[src/rtl/ntt_ctrl_if.sv]
// -----------------------------------------------------------------------------
// ntt_ctrl_if
// Bus bundle between the NTT sequencer and its environment. The environment
// side holds the coefficient RAM, the twiddle ROM and the butterfly unit.
//
//   start      request a new transform (sampled only when the sequencer idles)
//   op         0 = forward NTT, 1 = inverse NTT (captured with start)
//   stall      issue hold request (only when NTT_CTRL_STALL_EN is defined)
//   busy       run in progress
//   done       one-cycle completion pulse
//   rd_en      coefficient pair read strobe
//   rd_addr_a  index of the a operand
//   rd_addr_b  index of the b operand
//   tw_addr    twiddle ROM index
//   bf_mode    butterfly mode: 00 NTT, 01 INTT, 11 idle
//   wr_en      write-back strobe (c -> wr_addr_a, d -> wr_addr_b)
//   wr_addr_a  write address for c
//   wr_addr_b  write address for d
//
// Modports: master = sequencer side, slave = environment side.
// Optional feature macro: NTT_CTRL_STALL_EN adds the stall signal.
// -----------------------------------------------------------------------------
interface ntt_ctrl_if;
    logic       start;
    logic       op;
`ifdef NTT_CTRL_STALL_EN
    logic       stall;
`endif
    logic       busy;
    logic       done;
    logic       rd_en;
    logic [7:0] rd_addr_a;
    logic [7:0] rd_addr_b;
    logic [6:0] tw_addr;
    logic [1:0] bf_mode;
    logic       wr_en;
    logic [7:0] wr_addr_a;
    logic [7:0] wr_addr_b;

`ifdef NTT_CTRL_STALL_EN
    modport master (
        input  start, op, stall,
        output busy, done, rd_en, rd_addr_a, rd_addr_b, tw_addr,
               bf_mode, wr_en, wr_addr_a, wr_addr_b
    );
    modport slave (
        output start, op, stall,
        input  busy, done, rd_en, rd_addr_a, rd_addr_b, tw_addr,
               bf_mode, wr_en, wr_addr_a, wr_addr_b
    );
`else
    modport master (
        input  start, op,
        output busy, done, rd_en, rd_addr_a, rd_addr_b, tw_addr,
               bf_mode, wr_en, wr_addr_a, wr_addr_b
    );
    modport slave (
        output start, op,
        input  busy, done, rd_en, rd_addr_a, rd_addr_b, tw_addr,
               bf_mode, wr_en, wr_addr_a, wr_addr_b
    );
`endif
endinterface

[src/rtl/ntt_ctrl.sv]
// -----------------------------------------------------------------------------
// ntt_ctrl
// Sequencer for one butterfly unit running a full 256-point Kyber NTT
// (Cooley-Tukey, forward) or INTT (Gentleman-Sande, inverse): 7 layers of
// 128 butterflies. Each issue cycle reads one coefficient pair and one
// twiddle; write-backs follow D = RD_LAT + BF_LAT cycles later through a
// shift pipeline. After each layer the sequencer waits D cycles so the last
// write of a layer lands before the first read of the next one.
//
// Ports:
//   clk   clock
//   rst   asynchronous active-low reset
//   bus   ntt_ctrl_if.master (start/op in; busy/done, read, twiddle,
//         butterfly mode and write-back signals out; all outputs registered)
//
// Parameters:
//   RD_LAT  read latency of coefficient RAM and twiddle ROM (cycles, >= 1)
//   BF_LAT  butterfly latency from operands to c/d (cycles, >= 1)
//
// Optional feature macro: NTT_CTRL_STALL_EN. When defined, bus.stall held
// high during issue freezes the butterfly index and injects bubbles into the
// write pipeline; operations already in flight still retire on schedule.
// -----------------------------------------------------------------------------
module ntt_ctrl #(
    parameter int RD_LAT = 1,
    parameter int BF_LAT = 1
) (
    input  logic          clk,
    input  logic          rst,
    ntt_ctrl_if.master    bus
);

    localparam int D  = RD_LAT + BF_LAT;
    localparam int CW = $clog2(D + 1);

    typedef enum logic [1:0] {
        ST_IDLE  = 2'd0,
        ST_ISSUE = 2'd1,
        ST_DRAIN = 2'd2,
        ST_DONE  = 2'd3
    } state_t;

    typedef struct packed {
        logic [7:0] a;
        logic [7:0] b;
        logic [6:0] tw;
    } addr_t;

    // Butterfly operand and twiddle addressing for layer l, butterfly i.
    // len is a power of two, so group/offset come from shift and mask.
    function automatic addr_t addr_gen(input logic inv,
                                       input logic [2:0] l,
                                       input logic [6:0] i);
        logic [2:0] lsh;
        logic [3:0] gsh;
        logic [7:0] len;
        logic [7:0] g;
        logic [7:0] o;
        logic [7:0] a;
        addr_t      r;
        if (inv) begin
            lsh = l + 3'd1;          // len = 2 << l
        end else begin
            lsh = 3'd7 - l;          // len = 128 >> l
        end
        gsh  = {1'b0, lsh} + 4'd1;   // group stride is 2*len
        len  = 8'd1 << lsh;
        g    = {1'b0, i} >> lsh;
        o    = {1'b0, i} & (len - 8'd1);
        a    = (g << gsh) | o;
        r.a  = a;
        r.b  = a + len;
        if (inv) begin
            // (128 >> l) - 1 equals 127 >> l
            r.tw = (7'd127 >> l) - g[6:0];
        end else begin
            r.tw = (7'd1 << l) + g[6:0];
        end
        return r;
    endfunction

    state_t            state_r;
    logic              op_r;
    logic [2:0]        layer_r;
    logic [7:0]        idx_r;          // next butterfly to issue; bit 7 = layer fully issued
    logic [CW-1:0]     drain_r;
    logic              busy_r;
    logic              done_r;
    logic              rd_en_r;
    logic [7:0]        rd_addr_a_r;
    logic [7:0]        rd_addr_b_r;
    logic [6:0]        tw_addr_r;
    logic [1:0]        bf_mode_r;
    logic [RD_LAT-1:0] first_r;        // accepted start delayed toward butterfly arrival

    logic [D-1:0]      wen_pipe_r;
    logic [7:0]        wa_pipe_r [D];
    logic [7:0]        wb_pipe_r [D];

    logic              accept_s;
    logic              stall_s;
    logic              cand_inv_s;
    logic [2:0]        cand_layer_s;
    logic [6:0]        cand_idx_s;
    addr_t             cand_s;

`ifdef NTT_CTRL_STALL_EN
    assign stall_s = bus.stall;
`else
    assign stall_s = 1'b0;
`endif

    assign accept_s = (state_r == ST_IDLE) && bus.start;

    // Address candidate for whichever butterfly the next edge would issue.
    always_comb begin
        cand_inv_s   = op_r;
        cand_layer_s = layer_r;
        cand_idx_s   = idx_r[6:0];
        case (state_r)
            ST_IDLE: begin
                cand_inv_s   = bus.op;
                cand_layer_s = 3'd0;
                cand_idx_s   = 7'd0;
            end
            ST_ISSUE: begin
                cand_idx_s   = idx_r[6:0];
            end
            ST_DRAIN: begin
                cand_layer_s = layer_r + 3'd1;
                cand_idx_s   = 7'd0;
            end
            default: begin
                cand_idx_s   = 7'd0;
            end
        endcase
        cand_s = addr_gen(cand_inv_s, cand_layer_s, cand_idx_s);
    end

    // Main sequencer: run state, counters and all issue-side outputs.
    always_ff @(posedge clk or negedge rst) begin
        if (!rst) begin
            state_r     <= ST_IDLE;
            op_r        <= 1'b0;
            layer_r     <= 3'd0;
            idx_r       <= 8'd0;
            drain_r     <= '0;
            busy_r      <= 1'b0;
            done_r      <= 1'b0;
            rd_en_r     <= 1'b0;
            rd_addr_a_r <= 8'd0;
            rd_addr_b_r <= 8'd0;
            tw_addr_r   <= 7'd0;
            bf_mode_r   <= 2'b11;
            first_r     <= '0;
        end else begin
            done_r <= 1'b0;
            for (int k = RD_LAT - 1; k > 0; k--) begin
                first_r[k] <= first_r[k-1];
            end
            first_r[0] <= accept_s;
            // First operands reach the butterfly RD_LAT cycles after the first issue.
            if (first_r[RD_LAT-1]) begin
                bf_mode_r <= {1'b0, op_r};
            end
            case (state_r)
                ST_IDLE: begin
                    if (bus.start) begin
                        state_r     <= ST_ISSUE;
                        op_r        <= bus.op;
                        layer_r     <= 3'd0;
                        idx_r       <= 8'd1;
                        busy_r      <= 1'b1;
                        rd_en_r     <= 1'b1;
                        rd_addr_a_r <= cand_s.a;
                        rd_addr_b_r <= cand_s.b;
                        tw_addr_r   <= cand_s.tw;
                    end else begin
                        rd_en_r     <= 1'b0;
                    end
                end
                ST_ISSUE: begin
                    if (idx_r[7]) begin
                        rd_en_r <= 1'b0;
                        state_r <= ST_DRAIN;
                        drain_r <= '0;
                    end else if (stall_s) begin
                        rd_en_r <= 1'b0;
                    end else begin
                        rd_en_r     <= 1'b1;
                        rd_addr_a_r <= cand_s.a;
                        rd_addr_b_r <= cand_s.b;
                        tw_addr_r   <= cand_s.tw;
                        idx_r       <= idx_r + 8'd1;
                    end
                end
                ST_DRAIN: begin
                    if (drain_r == CW'(D - 1)) begin
                        if (layer_r == 3'd6) begin
                            // Final write retires this cycle: run complete.
                            state_r   <= ST_DONE;
                            busy_r    <= 1'b0;
                            done_r    <= 1'b1;
                            bf_mode_r <= 2'b11;
                        end else begin
                            state_r     <= ST_ISSUE;
                            layer_r     <= layer_r + 3'd1;
                            idx_r       <= 8'd1;
                            rd_en_r     <= 1'b1;
                            rd_addr_a_r <= cand_s.a;
                            rd_addr_b_r <= cand_s.b;
                            tw_addr_r   <= cand_s.tw;
                        end
                    end else begin
                        drain_r <= drain_r + CW'(1);
                    end
                end
                ST_DONE: begin
                    state_r <= ST_IDLE;
                end
                default: begin
                    state_r <= ST_IDLE;
                    busy_r  <= 1'b0;
                    rd_en_r <= 1'b0;
                end
            endcase
        end
    end

    // Write-back pipeline: issued strobe and addresses delayed by exactly D cycles.
    always_ff @(posedge clk or negedge rst) begin
        if (!rst) begin
            wen_pipe_r <= '0;
            for (int k = 0; k < D; k++) begin
                wa_pipe_r[k] <= 8'd0;
                wb_pipe_r[k] <= 8'd0;
            end
        end else begin
            wen_pipe_r[0] <= rd_en_r;
            wa_pipe_r[0]  <= rd_addr_a_r;
            wb_pipe_r[0]  <= rd_addr_b_r;
            for (int k = 1; k < D; k++) begin
                wen_pipe_r[k] <= wen_pipe_r[k-1];
                wa_pipe_r[k]  <= wa_pipe_r[k-1];
                wb_pipe_r[k]  <= wb_pipe_r[k-1];
            end
        end
    end

    assign bus.busy      = busy_r;
    assign bus.done      = done_r;
    assign bus.rd_en     = rd_en_r;
    assign bus.rd_addr_a = rd_addr_a_r;
    assign bus.rd_addr_b = rd_addr_b_r;
    assign bus.tw_addr   = tw_addr_r;
    assign bus.bf_mode   = bf_mode_r;
    assign bus.wr_en     = wen_pipe_r[D-1];
    assign bus.wr_addr_a = wa_pipe_r[D-1];
    assign bus.wr_addr_b = wb_pipe_r[D-1];

endmodule
[src/flat_wrapper.sv]
// flat-port wrapper written by rule: the top's interface ports become plain ports
module ntt_ctrl_flat 
#(
    parameter int RD_LAT = 1,
    parameter int BF_LAT = 1
)
  (clk, rst, bus_start, bus_op, bus_busy, bus_done, bus_rd_en, bus_rd_addr_a, bus_rd_addr_b, bus_tw_addr, bus_bf_mode, bus_wr_en, bus_wr_addr_a, bus_wr_addr_b);
  ntt_ctrl_if bus_i ();
  input  logic clk;
  input  logic rst;
  input wire logic [$bits(bus_i.start)-1:0] bus_start;
  input wire logic [$bits(bus_i.op)-1:0] bus_op;
  output wire logic [$bits(bus_i.busy)-1:0] bus_busy;
  output wire logic [$bits(bus_i.done)-1:0] bus_done;
  output wire logic [$bits(bus_i.rd_en)-1:0] bus_rd_en;
  output wire logic [$bits(bus_i.rd_addr_a)-1:0] bus_rd_addr_a;
  output wire logic [$bits(bus_i.rd_addr_b)-1:0] bus_rd_addr_b;
  output wire logic [$bits(bus_i.tw_addr)-1:0] bus_tw_addr;
  output wire logic [$bits(bus_i.bf_mode)-1:0] bus_bf_mode;
  output wire logic [$bits(bus_i.wr_en)-1:0] bus_wr_en;
  output wire logic [$bits(bus_i.wr_addr_a)-1:0] bus_wr_addr_a;
  output wire logic [$bits(bus_i.wr_addr_b)-1:0] bus_wr_addr_b;
  assign bus_i.start = bus_start;
  assign bus_i.op = bus_op;
  assign bus_busy = bus_i.busy;
  assign bus_done = bus_i.done;
  assign bus_rd_en = bus_i.rd_en;
  assign bus_rd_addr_a = bus_i.rd_addr_a;
  assign bus_rd_addr_b = bus_i.rd_addr_b;
  assign bus_tw_addr = bus_i.tw_addr;
  assign bus_bf_mode = bus_i.bf_mode;
  assign bus_wr_en = bus_i.wr_en;
  assign bus_wr_addr_a = bus_i.wr_addr_a;
  assign bus_wr_addr_b = bus_i.wr_addr_b;
  ntt_ctrl #(.RD_LAT(RD_LAT), .BF_LAT(BF_LAT)) u_core (.clk(clk), .rst(rst), .bus(bus_i));
endmodule
[config.mk]
export PLATFORM = sky130hd
export DESIGN_NAME = ntt_ctrl_flat
export DESIGN_NICKNAME = d
export VERILOG_FILES = /design/src/rtl/ntt_ctrl_if.sv /design/src/rtl/ntt_ctrl.sv /design/src/flat_wrapper.sv
export SDC_FILE = /design/constraint.sdc
export NUM_CORES = 1
export LEC_CHECK = 0
export CORE_MARGIN = 4
export CORE_UTILIZATION = 45
export CTS_CLUSTER_SIZE = 30
export DETAILED_ROUTE_END_ITERATION = 8
export PLACE_DENSITY = 0.7
export SLEW_MARGIN = 0
export SYNTH_ARGS = -nofsm -noshare
export SYNTH_HDL_FRONTEND = slang
export SYNTH_SLANG_ARGS = --single-unit
[constraint.sdc]
create_clock -name clk -period 10.7 [get_ports clk]
set_clock_uncertainty 0.15 [all_clocks]
set_input_delay 2.14 -clock clk [delete_from_list [all_inputs] [get_ports clk]]
set_output_delay 2.14 -clock clk [all_outputs]
set_load 0.01 [all_outputs]
---- Yosys cells after proc, flatten, opt, wreduce, memory -nomap -nowiden ----
Cells that the tools add are included.
storage, ports and cells
  register bits ........................... 79
  logic and storage cells ................. 114
  input port bits ......................... 4
  output and inout port bits .............. 45
operators by class
  $add $sub $neg .......................... 10
  shift-type cells ........................ 5
  bitwise logic cells ..................... 2
  reductions and logical operators ........ 13
  eq/ne operators ......................... 12
  mux-type cells .......................... 53
operators by type and width
  operator             count
  $mux 8               12
  $pmux 8 s3           3
  $mux 7               6
  $pmux 7 s3           1
  $mux 2               10
  $mux 3               4
  $pmux 3 s2           2
  $reduce_and 4->1     3
  $mux 1               11
  $reduce_and 3->1     3
  $add 8x1->8 const B  1
  $add 8x8->8          1
  $and 7x8->8          1
  $ne 2x2->1 const B   4
  $or 8x8->8           1
  $pmux 2 s4           1
  $shl 1x3->8 const A  1
  $shl 8x4->8          1
  $shr 7x3->8          1
  $sub 8x1->8 const B  1
  $add 7x7->7          1
  $shl 1x3->7 const A  1
  $shr 7x3->7 const A  1
  $sub 7x7->7          1
  other kinds (17)     23

---- Depth between registers and ports, before layout ----
  depth in word-level cells ............... 12
  gate-level depth with buffers ........... 29
  mapped depth without buffers ............ 25

---- Worst setup path before layout ----
Ideal clock, no wire load.
  path kind ............................... input -> register
  start point ............................. in bus_op
  end point ............................... reg u_core.rd_addr_b_r[7], in the netlist u_core.bus.rd_addr_b[7]
  required time ........................... 10415 ps
  arrival time ............................ 5303 ps
  buffers on the path ..................... 1
  stages .................................. 17
  setup slack ............................. 5112 ps
  setup time .............................. 135 ps
  path through ............................ mux2_4 -> and2_4 -> nor2_1 -> buf_2 -> nand2_1 -> nor2_1 -> inv_1 -> ha_1 -> o32ai_1 -> ha_1 -> a21o_1 -> a211oi_1 -> o21ai_0 -> o211ai_1 -> xnor2_1 -> xnor2_1 -> o21ai_0
RTL lines
  item                  line                text
  start, declared       flat_wrapper.sv:12  input wire logic [$bits(bus_i.op)-1:0] bus_op;
  end signal, assigned  ntt_ctrl.sv:176     rd_addr_b_r <= cand_s.b;
  end signal, assigned  ntt_ctrl.sv:192     rd_addr_b_r <= cand_s.b;
  end signal, assigned  ntt_ctrl.sv:211     rd_addr_b_r <= cand_s.b;
  end, declared         ntt_ctrl.sv:91      logic [7:0] rd_addr_b_r;

==> impl_metrics.json <==
{
  "status": "finished clean",
  "worstMarginPinSlew_ns": 1.112,
  "p_int_mw": 0.4582,
  "htree_levels": 3,
  "path_clk_slew_ns": 0.05,
  "setup_slack_ns": 3.827,
  "place_area_um2": 5618,
  "final_common_cell": "dfrtp_1",
  "portBuffers": 48,
  "die_x_um": 115.0,
  "fin_crit_sh_pct": 64.23,
  "core.rowCount": 38,
  "crit_path_start_kind": "input port",
  "maxCapViolCount": 0,
  "synth_cell_types": 70,
  "ant_nets": 0,
  "grt_pass1_wl_um": 20530,
  "synth_warnings": 0,
  "synthFlopType": "dfrtp_1",
  "ctsResizeCount": 0,
  "cts_tree": "yes",
  "power_frac_clock_pct": 47.9,
  "synthTopCellsByArea": "dfrtp_1 37%, ha_1 8.5%, nand2_1 5.0%, o21ai_0 4.5%, a21oi_1 3.6%",
  "netlist.area_leader.share_pct": 37.38,
  "vias_per_cell": 5.790,
  "slew_headroom_pct": 23.77,
  "hpwl_um": 9332,
  "max_stage_delay_ns": 0.88,
  "slew_violations": 0,
  "crit_arrival_ns": 6.90,
  "rr_worst_depth": 22,
  "via_count": 4250,
  "core_um2": 11030,
  "finalSetupTns_ns": 0,
  "clock_path_buffers": 2,
  "first_global_vias": 4073,
  "combPwrFrac_pct": 1.2,
  "nNetsFinal": 631,
  "cp_slowest_cell": "mux2i_1",
  "post_cts_buffers": 0,
  "netlist_area_um2": 5155,
  "dieArea_um2": 13230,
  "p_sw_share_pct": 21.96,
  "ys_seq_elements": 79,
  "yosys.area.top_type": "dfrtp_1",
  "syn_to_final_growth_pct": 14.27,
  "wire_per_inst_um": 17.02,
  "required_ns": 10.72,
  "ff2ff_setup_slack_ns": 4.38,
  "drt-total-wl_um": 12500,
  "end_kind": "register",
  "hold_viol": 0,
  "holdBufCountCts": 0,
  "clock_insertion_delay_worst_skew_ns": 0.34,
  "p_sw_mw": 0.1289,
  "cts_buffers": 9,
  "sequentialPowerShare_pct": 50.9,
  "diodes": 0,
  "layout-drive-gt1-share_pct": 8.923,
  "final_cell_mix": "77 x dfrtp_1, 68 x nand2_1, 47 x clkdlybuf4s50_1",
  "p_per_area_nw_per_um2": 99.68,
  "peakVddDrop_mv": 0.1002,
  "cts-root-buf": "clkbuf_16",
  "cp_max_fo": 17,
  "cts.sinks": 79,
  "crit_start": "bus_op",
  "worstReg2RegStart": "u_core.state_r[0]$_DFFE_PN0P_",
  "io_pins": 49,
  "drc_errors": 0,
  "path_cells": "clkdlybuf4s50_1 > mux2i_1 > o211ai_2 > nand2_1 > inv_2 > nand3_1 > ha_1 > o32ai_1 > ha_1 > a21o_1 > a211oi_1 > o21ai_0 > o211ai_1 > xnor2_1 > xnor2_1 > o21ai_0",
  "dr.first_iter.drc_count": 413,
  "synth-edff-count": 0,
  "rsz0062_at_grt": "false",
  "max_freq_ghz": 0.1455,
  "start_util_pct": 46.73,
  "grt_antenna_before_repair": 0,
  "final_area_um2": 5891,
  "hold_depth": 0,
  "die_height_um": 115.0,
  "routabilityCongestion": 0.9438,
  "p_leak_nw": 2.534,
  "synth_cells": 567,
  "async_reset_ff_share_pct": 100.0,
  "dp_cells": 718,
  "avgSynthCellArea_um2": 9.092,
  "grt_remaining_overflow": 0,
  "ys_seq_area_share_pct": 38.40,
  "synth_nets": 609,
  "grt_usage_pct": 19.56,
  "pre_cts_ws_ns": 3.508,
  "hold_path.class": "register to register",
  "setup_violations": 0,
  "grt_max_degree": 60,
  "min_period_ns": 6.873,
  "final_cells": 734,
  "min_from": "u_core.wb_pipe_r[13]$_DFF_PN0_",
  "drt-pass1-iter-count": 7,
  "path_class": "input port to register"
}
==> final cells by class <==
type                            instances  area [um^2]
Sequential cell                        79         1979
Tap cell                              140        175.2
Multi-Input combinational cell        411         2809
Fill cell                            1031         5140
Clock inverter                          6        43.79
Inverter                               33        123.9
Timing Repair Buffer                   55        530.5
Clock buffer                           10        229.0
==> synthesized netlist by cell type, types with 8 or more instances <==
cell type,count
xnor2_1,14
and2_1,8
ha_1,35
mux2_2,11
nor3_1,16
nand2_1,68
o21ai_0,46
mux2i_1,10
a21oi_1,37
nor2_1,33
dfrtp_1,77
inv_1,32
clkbuf_1,18
buf_4,16
==> worst max-delay path, delay by kind of cell <==
kind,cells,cell delay [ns]
compound gates,7,1.70
mux,1,0.88
buf+inv,2,0.68
simple gates,2,0.60
fa+ha+maj,2,0.59
xor+xnor,2,0.30
==> metal layers <==
metal | vias up | global-route usage [%] | part of all wire (%)
li1 | 2053 | - | -
met1 | 2036 | 26.34 | 46
met2 | 130 | 30.75 | 47
met3 | 31 | 5.000 | 4.8
met4 | 0 | 6.729 | 2.6
met5 | - | 0 | 0
==> flip-flops by register name (all words and copies together) (netlist names) <==
| signal | count |
|---|---|
| u_core.drain_r | 2 |
| u_core.bus.rd_en | 1 |
| u_core.bus.done | 1 |
| u_core.bus.bf_mode | 2 |
| u_core.bus.tw_addr | 7 |
| u_core.layer_r | 3 |
| u_core.bus.wr_addr_a | 8 |
| u_core.state_r | 2 |
| u_core.bus.busy | 1 |
| u_core.bus.wr_addr_b | 8 |
| u_core.wen_pipe_r | 2 |
| u_core.wb_pipe_r | 8 |
| u_core.bus.rd_addr_a | 8 |
| u_core.op_r | 1 |
| u_core.wa_pipe_r | 8 |
| u_core.bus.rd_addr_b | 8 |
| u_core.idx_r | 8 |
| u_core.first_r | 1 |
==> worst paths after layout <==
path | endpoint
worst max-delay path | u_core.bus.rd_addr_b[7]$_DFFE_PN0P_
worst min-delay path | u_core.bus.wr_addr_b[5]$_DFF_PN0_
worst max register to register | u_core.bus.rd_addr_b[7]$_DFFE_PN0P_
worst min register to register | u_core.bus.wr_addr_b[5]$_DFF_PN0_
max in group asynchronous | u_core.bus.wr_addr_b[6]$_DFF_PN0_
min in group asynchronous | u_core.op_r$_DFFE_PN0P_
==> stage by stage <==
step | util [%] | hold slack (ns) | power, mW
2_1_floorplan | - | 0.1812 | 0.3045
3_3_place_gp | 50.93 | 0.1824 | 0.3119
3_5_place_dp | 50.93 | 0.1847 | 0.3121
4_1_cts | 53.40 | 0.1985 | 0.5965
5_1_grt | 53.40 | 0.2053 | 0.6121
6_report | 53.40 | 0.1971 | 0.5872
==> power groups by stage <==
stage / sequential (mW) / combinational (mW) / clock, mW
after global placement: 0.304 / 0.00767 / 0
after CTS: 0.299 / 0.00792 / 0.290
final: 0.299 / 0.00732 / 0.281
after detailed placement: 0.304 / 0.00790 / 0
after floorplan: 0.304 / 0.000211 / 0
after global routing: 0.299 / 0.00884 / 0.305
==> cells by family after synthesis <==
logic type | synth area share (%)
XOR/XNOR | 3.325
buffers and inverters | 7.111
multiplexers | 4.636
adder cells (fa/ha/maj) | 10.07
AO/OA/AOI/OAI | 20.83
flip-flops | 38.40
AND/OR/NAND/NOR | 15.63
No activity file was read; power rests on OpenSTA's default activity.
